## config.mk

```make
export PLATFORM = sky130hd
export DESIGN_NAME = periph_cmd_master
export DESIGN_NICKNAME = d
export VERILOG_FILES = /design/src/rtl/periph_bus_pkg.sv /design/src/rtl/periph_cmd_master.sv
export SDC_FILE = /design/constraint.sdc
export NUM_CORES = 1
export LEC_CHECK = 0
export BUFFER_PORTS_ARGS = -buffer_cell sky130_fd_sc_hd__clkbuf_2
export CAP_MARGIN = 20
export CORE_MARGIN = 8
export CORE_UTILIZATION = 55
export CTS_BUF_LIST = sky130_fd_sc_hd__clkbuf_16
export DETAILED_ROUTE_END_ITERATION = 10
export PLACE_DENSITY = 0.95
export RECOVER_POWER = 100
export SLEW_MARGIN = 20
export SYNTH_ARGS = -nofsm -noshare
export SYNTH_HDL_FRONTEND = slang
export SYNTH_SLANG_ARGS = --single-unit
```

## constraint.sdc

```tcl
create_clock -name clk -period 4 [get_ports clk]
set_input_delay 0.6 -clock clk [delete_from_list [all_inputs] [get_ports clk]]
set_output_delay 0.6 -clock clk [all_outputs]
set_load 0.005 [all_outputs]
```

## src/rtl/periph_bus_pkg.sv

```systemverilog
// -----------------------------------------------------------------------------
// periph_bus_pkg
// Shared definitions for the calculator peripheral port.
//   - command op encodings used on cmd_op
//   - FSM state encoding of the command master
//   - default register map constants (status / result / busy bit) that the
//     peripheral wrappers reuse so both sides agree on the layout
// -----------------------------------------------------------------------------
package periph_bus_pkg;

    // Command opcodes; OP_RSVD is accepted and behaves like OP_READ.
    typedef enum logic [1:0] {
        OP_WRITE   = 2'd0,
        OP_READ    = 2'd1,
        OP_COMPUTE = 2'd2,
        OP_RSVD    = 2'd3
    } op_e;

    // Command master FSM states.
    typedef enum logic [2:0] {
        ST_IDLE   = 3'd0,
        ST_WR     = 3'd1,
        ST_SETTLE = 3'd2,
        ST_PRD    = 3'd3,
        ST_PWAIT  = 3'd4,
        ST_RD     = 3'd5,
        ST_RWAIT  = 3'd6,
        ST_RESP   = 3'd7
    } state_e;

    // Default register map of compute-style peripherals.
    localparam logic [4:0] DEF_STATUS_ADDR = 5'h04;
    localparam logic [4:0] DEF_RESULT_ADDR = 5'h08;
    localparam int         DEF_BUSY_BIT    = 0;

    // True for ops whose first bus access is a write.
    function automatic logic op_writes_first(input logic [1:0] op);
        return (op == OP_WRITE) || (op == OP_COMPUTE);
    endfunction

endpackage

```

## src/rtl/periph_cmd_master.sv

```systemverilog
// -----------------------------------------------------------------------------
// periph_cmd_master
// Bus initiator for the calculator peripheral port. Takes one command at a
// time on a valid/ready port, performs single-cycle peripheral accesses and
// returns read data / compute results on a valid/ready response port.
// COMPUTE runs write operand -> settle -> poll status until not busy (bounded
// by MAX_POLLS) -> read result.
//
// Ports:
//   clk, reset          clock, asynchronous active-low reset
//   cmd_valid/ready     command handshake; cmd_op, cmd_addr, cmd_wdata payload
//   resp_valid/ready    response handshake; resp_data, resp_timeout payload
//   cs, addr, rd, wr    peripheral bus controls (addr is 0 whenever cs=0)
//   d_out               write data to peripheral (0 whenever cs=0)
//   d_in                peripheral read data, valid the cycle after rd
//
// All outputs are registers loaded from the decode of the next state, so the
// visible bus/handshake signals line up with the state the FSM is in.
// -----------------------------------------------------------------------------
module periph_cmd_master
    import periph_bus_pkg::*;
#(
    parameter int               ADDR_W      = 5,
    parameter int               WDATA_W     = 16,
    parameter int               RDATA_W     = 32,
    parameter logic [ADDR_W-1:0] STATUS_ADDR = DEF_STATUS_ADDR,
    parameter logic [ADDR_W-1:0] RESULT_ADDR = DEF_RESULT_ADDR,
    parameter int               BUSY_BIT    = DEF_BUSY_BIT,
    parameter int               MAX_POLLS   = 255
) (
    input  logic               clk,
    input  logic               reset,
    input  logic               cmd_valid,
    output logic               cmd_ready,
    input  logic [1:0]         cmd_op,
    input  logic [ADDR_W-1:0]  cmd_addr,
    input  logic [WDATA_W-1:0] cmd_wdata,
    output logic               resp_valid,
    input  logic               resp_ready,
    output logic [RDATA_W-1:0] resp_data,
    output logic               resp_timeout,
    output logic               cs,
    output logic [ADDR_W-1:0]  addr,
    output logic               rd,
    output logic               wr,
    output logic [WDATA_W-1:0] d_out,
    input  logic [RDATA_W-1:0] d_in
);

    localparam int                POLL_W   = $clog2(MAX_POLLS + 1);
    localparam logic [POLL_W-1:0] POLL_MAX = POLL_W'(MAX_POLLS);

    state_e               state_r;
    state_e               state_nxt_s;
    logic [1:0]           op_r;
    logic [1:0]           op_nxt_s;
    logic [ADDR_W-1:0]    addr_r;
    logic [ADDR_W-1:0]    addr_nxt_s;
    logic [WDATA_W-1:0]   wdata_r;
    logic [WDATA_W-1:0]   wdata_nxt_s;
    logic [POLL_W-1:0]    poll_r;

    logic                 accept_s;
    logic                 busy_s;
    logic                 poll_done_s;

    logic                 cs_nxt_s;
    logic                 rd_nxt_s;
    logic                 wr_nxt_s;
    logic [ADDR_W-1:0]    addr_out_nxt_s;
    logic [WDATA_W-1:0]   d_out_nxt_s;

    // cmd_ready is a register, so it is low for the first cycle after reset
    // release and no command can slip in during that cycle.
    assign accept_s    = cmd_valid & cmd_ready;
    assign busy_s      = d_in[BUSY_BIT];
    assign poll_done_s = (poll_r == POLL_MAX);

    // Command fields as they will be held after this edge (new on accept).
    always_comb begin
        if (accept_s) begin
            op_nxt_s    = cmd_op;
            addr_nxt_s  = cmd_addr;
            wdata_nxt_s = cmd_wdata;
        end else begin
            op_nxt_s    = op_r;
            addr_nxt_s  = addr_r;
            wdata_nxt_s = wdata_r;
        end
    end

    // Next-state logic of the access sequencer.
    always_comb begin
        state_nxt_s = state_r;
        case (state_r)
            ST_IDLE: begin
                if (accept_s) begin
                    state_nxt_s = op_writes_first(cmd_op) ? ST_WR : ST_RD;
                end else begin
                    state_nxt_s = ST_IDLE;
                end
            end
            ST_WR: begin
                if (op_r == OP_COMPUTE) begin
                    state_nxt_s = ST_SETTLE;
                end else begin
                    state_nxt_s = ST_RESP;
                end
            end
            ST_SETTLE: state_nxt_s = ST_PRD;
            ST_PRD:    state_nxt_s = ST_PWAIT;
            ST_PWAIT: begin
                if (!busy_s) begin
                    state_nxt_s = ST_RD;
                end else if (poll_done_s) begin
                    state_nxt_s = ST_RESP;
                end else begin
                    state_nxt_s = ST_PRD;
                end
            end
            ST_RD:    state_nxt_s = ST_RWAIT;
            ST_RWAIT: state_nxt_s = ST_RESP;
            ST_RESP: begin
                if (resp_ready) begin
                    state_nxt_s = ST_IDLE;
                end else begin
                    state_nxt_s = ST_RESP;
                end
            end
            default: state_nxt_s = ST_IDLE;
        endcase
    end

    // Bus controls decoded from the next state; only access states drive cs.
    always_comb begin
        cs_nxt_s       = 1'b0;
        rd_nxt_s       = 1'b0;
        wr_nxt_s       = 1'b0;
        addr_out_nxt_s = {ADDR_W{1'b0}};
        d_out_nxt_s    = {WDATA_W{1'b0}};
        case (state_nxt_s)
            ST_WR: begin
                cs_nxt_s       = 1'b1;
                wr_nxt_s       = 1'b1;
                addr_out_nxt_s = addr_nxt_s;
                d_out_nxt_s    = wdata_nxt_s;
            end
            ST_PRD: begin
                cs_nxt_s       = 1'b1;
                rd_nxt_s       = 1'b1;
                addr_out_nxt_s = STATUS_ADDR;
            end
            ST_RD: begin
                cs_nxt_s       = 1'b1;
                rd_nxt_s       = 1'b1;
                addr_out_nxt_s = (op_nxt_s == OP_COMPUTE) ? RESULT_ADDR : addr_nxt_s;
            end
            default: begin
                cs_nxt_s       = 1'b0;
                rd_nxt_s       = 1'b0;
                wr_nxt_s       = 1'b0;
                addr_out_nxt_s = {ADDR_W{1'b0}};
                d_out_nxt_s    = {WDATA_W{1'b0}};
            end
        endcase
    end

    // FSM state, latched command, poll counter and all registered outputs.
    always_ff @(posedge clk or negedge reset) begin
        if (!reset) begin
            state_r      <= ST_IDLE;
            op_r         <= 2'd0;
            addr_r       <= {ADDR_W{1'b0}};
            wdata_r      <= {WDATA_W{1'b0}};
            poll_r       <= {POLL_W{1'b0}};
            cmd_ready    <= 1'b0;
            resp_valid   <= 1'b0;
            resp_data    <= {RDATA_W{1'b0}};
            resp_timeout <= 1'b0;
            cs           <= 1'b0;
            rd           <= 1'b0;
            wr           <= 1'b0;
            addr         <= {ADDR_W{1'b0}};
            d_out        <= {WDATA_W{1'b0}};
        end else begin
            state_r    <= state_nxt_s;
            op_r       <= op_nxt_s;
            addr_r     <= addr_nxt_s;
            wdata_r    <= wdata_nxt_s;
            cmd_ready  <= (state_nxt_s == ST_IDLE);
            resp_valid <= (state_nxt_s == ST_RESP);
            cs         <= cs_nxt_s;
            rd         <= rd_nxt_s;
            wr         <= wr_nxt_s;
            addr       <= addr_out_nxt_s;
            d_out      <= d_out_nxt_s;

            // Counts issued status reads; saturates so it can never wrap.
            if (accept_s) begin
                poll_r <= {POLL_W{1'b0}};
            end else if ((state_r == ST_PRD) && !poll_done_s) begin
                poll_r <= poll_r + {{(POLL_W-1){1'b0}}, 1'b1};
            end else begin
                poll_r <= poll_r;
            end

            // Response payload is zero unless a data read completes.
            if (accept_s) begin
                resp_data <= {RDATA_W{1'b0}};
            end else if (state_r == ST_RWAIT) begin
                resp_data <= d_in;
            end else begin
                resp_data <= resp_data;
            end

            if (accept_s) begin
                resp_timeout <= 1'b0;
            end else if ((state_r == ST_PWAIT) && busy_s && poll_done_s) begin
                resp_timeout <= 1'b1;
            end else begin
                resp_timeout <= resp_timeout;
            end
        end
    end

endmodule

```

==> flow_summary.json <==
{
  "crit_type": "register to register",
  "warnings_synthesis": 0,
  "drt-total-wl_um": 9130,
  "clock_path_buffers": 2,
  "drt_first_iter_violations": 110,
  "start_util": 0.564,
  "synth_top_cell_by_area": "sky130_fd_sc_hd__dfrtp_1",
  "core.rowCount": 30,
  "worst_path_largest_cell_delay_ns": 0.89,
  "power.net_switching_w": 0.00137,
  "final.setup_skew_ns": 0.00787,
  "power.density_nw_per_um2": 794,
  "synth_largest_type_area_fraction": 0.611,
  "critical_path.most_common_cell": "sky130_fd_sc_hd__nand2_1",
  "synth_async_sr_flop_share": 1.00,
  "clkLatencyLatePin_ns": 0.34,
  "antenna_found_initial": 0,
  "slew_headroom": -0.461,
  "area_growth_pct": 19.8,
  "power_frac_seq": 0.427,
  "syn_nets": 438,
  "worst_pin_slew_ns": 2.19,
  "arrival_ns": 2.83,
  "pin_count": 118,
  "portBuffers": 117,
  "setup_viol": 0,
  "yosys_most_used_dff": "sky130_fd_sc_hd__dfrtp_1",
  "period_utilization": 0.662,
  "synth_seq_area_share": 0.611,
  "routed_vias": 3052,
  "intPower_w": 0.00225,
  "max_cap_violations": 1,
  "global_route_wire_length_before_repair_um": 14900,
  "netlist-cell-type-count": 46,
  "violated_checks": "capacitance limit, slew limit",
  "hold_path.class": "register to register",
  "die_area_um2": 9840,
  "slew_viol_final": 94,
  "syn-instance-count": 378,
  "critical_path_cell_with_the_highest_stage_delay": "sky130_fd_sc_hd__clkbuf_1",
  "via_count_of_the_first_global_routing_pass": 3164,
  "timing.critical_path.fanout_max": 29,
  "start_kind": "register",
  "result_of_the_run": "finished, violations left",
  "fillerInstances": 525,
  "synth.ff_latch_count": 93,
  "share_comb_of_total_power": 0.347,
  "hpwlAfterDp_um": 6370,
  "final_hold_viol_count": 0,
  "final_layout_net_count": 545,
  "global_route.usage.total": 0.186,
  "post_drt_wl_per_cell_um": 16.0,
  "route.antenna.remaining_nets": 0,
  "period_needed_ns": 2.65,
  "die_width_um": 99.2,
  "ys_top_cells_by_area": "sky130_fd_sc_hd__dfrtp_1 (61%), sky130_fd_sc_hd__nand2_1 (14%), sky130_fd_sc_hd__a21oi_1 (5.5%)",
  "max-vdd-ir-drop_mv": 0.546,
  "clkPwrFrac": 0.226,
  "floorplan_core_area_um2": 6760,
  "p_leak_nw": 2.30,
  "grt_start_max_net_pins": 94,
  "synthTopCellsByCount": "sky130_fd_sc_hd__nand2_1 (141), sky130_fd_sc_hd__dfrtp_1 (93), sky130_fd_sc_hd__a21oi_1 (42)",
  "firstDrtPassIters": 4,
  "setup_tns_ns": 0,
  "cts-resized-gates": 0,
  "clkSinkCount": 93,
  "worst_ep_required_time_ns": 4.18,
  "fmaxAchievable_ghz": 0.378,
  "die-height_um": 99.2,
  "h-tree-depth": 3,
  "mean_post_synth_cell_area_um2": 10.1,
  "drive_gt1_frac": 0.224,
  "insertedDiodeCount": 0,
  "synth.most_common_cell": "sky130_fd_sc_hd__nand2_1",
  "total_global_routing_overflow": 0,
  "total_power_w": 0.00362,
  "cts_made_buffers": 9,
  "category_of_the_worst_setup_path_capture_point": "register",
  "grt_setup_unrepaired": "false",
  "synth.cell_area_um2": 3810,
  "clock-root-buffer": "sky130_fd_sc_hd__clkbuf_16",
  "place_congestion": 0.809,
  "swShare": 0.379,
  "timing.critical_path.cells": "nand2_1 > clkbuf_1 > nand2_1 > nand4_1 > or2_1 > a21oi_1",
  "synth_enable_flop_cells": 0,
  "drt_drc_violations_left": 0,
  "ctsHoldBuffers": 0,
  "post_cts_buffers": 0,
  "path_clk_slew_ns": 0.07,
  "vias_per_cell": 5.35,
  "clock_tree_from_tritoncts": "done"
}
==> cell type report <==
class | instances | area [um2] | area share
clock buffer | 9 | 225 | 0.0494
clock inverter | 7 | 68.8 | 0.0151
inverter | 3 | 11.3 | 0.00247
multi-input combinational | 259 | 1280 | 0.281
sequential | 93 | 2330 | 0.510
tap | 80 | 100 | 0.0219
timing repair buffer | 119 | 544 | 0.119
==> final timing paths <==
| check | start | end | slack [ns] | cells past startpoint |
|---|---|---|---|---|
| max reg2reg | cmd_ready | d_out[14] | 1.35 | 6 |
| min reg2reg | addr_r[2] | addr_r[2] | 0.47 | 2 |
| min | addr_r[2] | addr_r[2] | 0.47 | 2 |
| min in group asynchronous | reset | d_out[1] | 0.90 | 1 |
| max in group asynchronous | reset | resp_timeout | 1.82 | 1 |
| max | cmd_ready | d_out[14] | 1.35 | 6 |
==> metrics by stage <==
stage | cells | worst slack (ns) | hold slack, ns | utilization | area (um2)
finish | 570 | 1.35 | 0.466 | 0.675 | 4560
global route | 570 | 1.05 | 0.480 | 0.675 | 4560
CTS | 570 | 1.66 | 0.466 | 0.689 | 4660
detailed placement | 554 | 1.70 | 0.452 | 0.646 | 4360
global placement | 554 | 1.76 | 0.443 | 0.646 | 4360
floorplan | 378 | 2.10 | 0.304 | - | 3810
==> layer usage <==
layer	global-route usage	share of wire	wire, um
met5	0	0	0
met4	0.0850	0.029	261
met3	0.0461	0.063	576
met2	0.322	0.52	4780
met1	0.213	0.38	3510
==> worst max-delay path, delay by kind of cell (launching register included) <==
family / cells / cell delay, ns
buffers and inverters: 1 / 0.89
flip-flops: 1 / 0.41
AND/OR/NAND/NOR: 4 / 1.07
AO/OA/AOI/OAI: 1 / 0.12
==> logic make-up after synthesis <==
group | synth area share
xor gates and xnor gates | 0.0161
muxes | 0.00263
buffers and inverters | 0.0421
AOI/OAI and AO/OA | 0.112
adders and majority gates | 0.00329
DFF | 0.611
and+or+nand+nor | 0.213
==> layout by cell type (no fill, tap or decap), types with 2 or more instances in the layout <==
master | Yosys | routed
sky130_fd_sc_hd__clkbuf_2 | 0 | 78
sky130_fd_sc_hd__o21a_1 | 2 | 2
sky130_fd_sc_hd__inv_1 | 3 | 3
sky130_fd_sc_hd__nor2_1 | 11 | 11
sky130_fd_sc_hd__and3_2 | 4 | 4
sky130_fd_sc_hd__nand3_1 | 2 | 2
sky130_fd_sc_hd__dfrtp_1 | 93 | 93
sky130_fd_sc_hd__clkbuf_1 | 10 | 41
sky130_fd_sc_hd__inv_8 | 0 | 2
sky130_fd_sc_hd__o21ai_0 | 3 | 3
sky130_fd_sc_hd__nor2b_1 | 2 | 2
sky130_fd_sc_hd__and2_2 | 0 | 2
sky130_fd_sc_hd__a21oi_2 | 8 | 2
sky130_fd_sc_hd__nor3_1 | 2 | 2
sky130_fd_sc_hd__xnor2_1 | 3 | 3
sky130_fd_sc_hd__nor3b_1 | 4 | 4
sky130_fd_sc_hd__a21oi_1 | 42 | 48
sky130_fd_sc_hd__clkbuf_16 | 0 | 9
sky130_fd_sc_hd__and2b_1 | 1 | 3
sky130_fd_sc_hd__xor2_1 | 4 | 4
sky130_fd_sc_hd__nand4_1 | 4 | 4
sky130_fd_sc_hd__nand2_1 | 141 | 141
==> state kept, by name, indices dropped and copies added, names as in the netlist <==
register and count:
addr 5, addr_r 5, cmd_ready 1, cs 1, d_out 16, op_r 2
poll_r 8, rd 1, resp_data 32, resp_timeout 1, resp_valid 1, state_r 3
wdata_r 16, wr 1
==> power groups by stage <==
stage	Clock [W]	Combinational (W)	Sequential (W)
final	0.000818	0.00126	0.00155
after global routing	0.000865	0.00142	0.00159
after CTS	0.000833	0.00135	0.00154
after detailed placement	0	0.00133	0.00156
after global placement	0	0.00127	0.00153
after floorplan	0	0.000946	0.00151
Note: power is estimated with default switching activity, not from simulation.
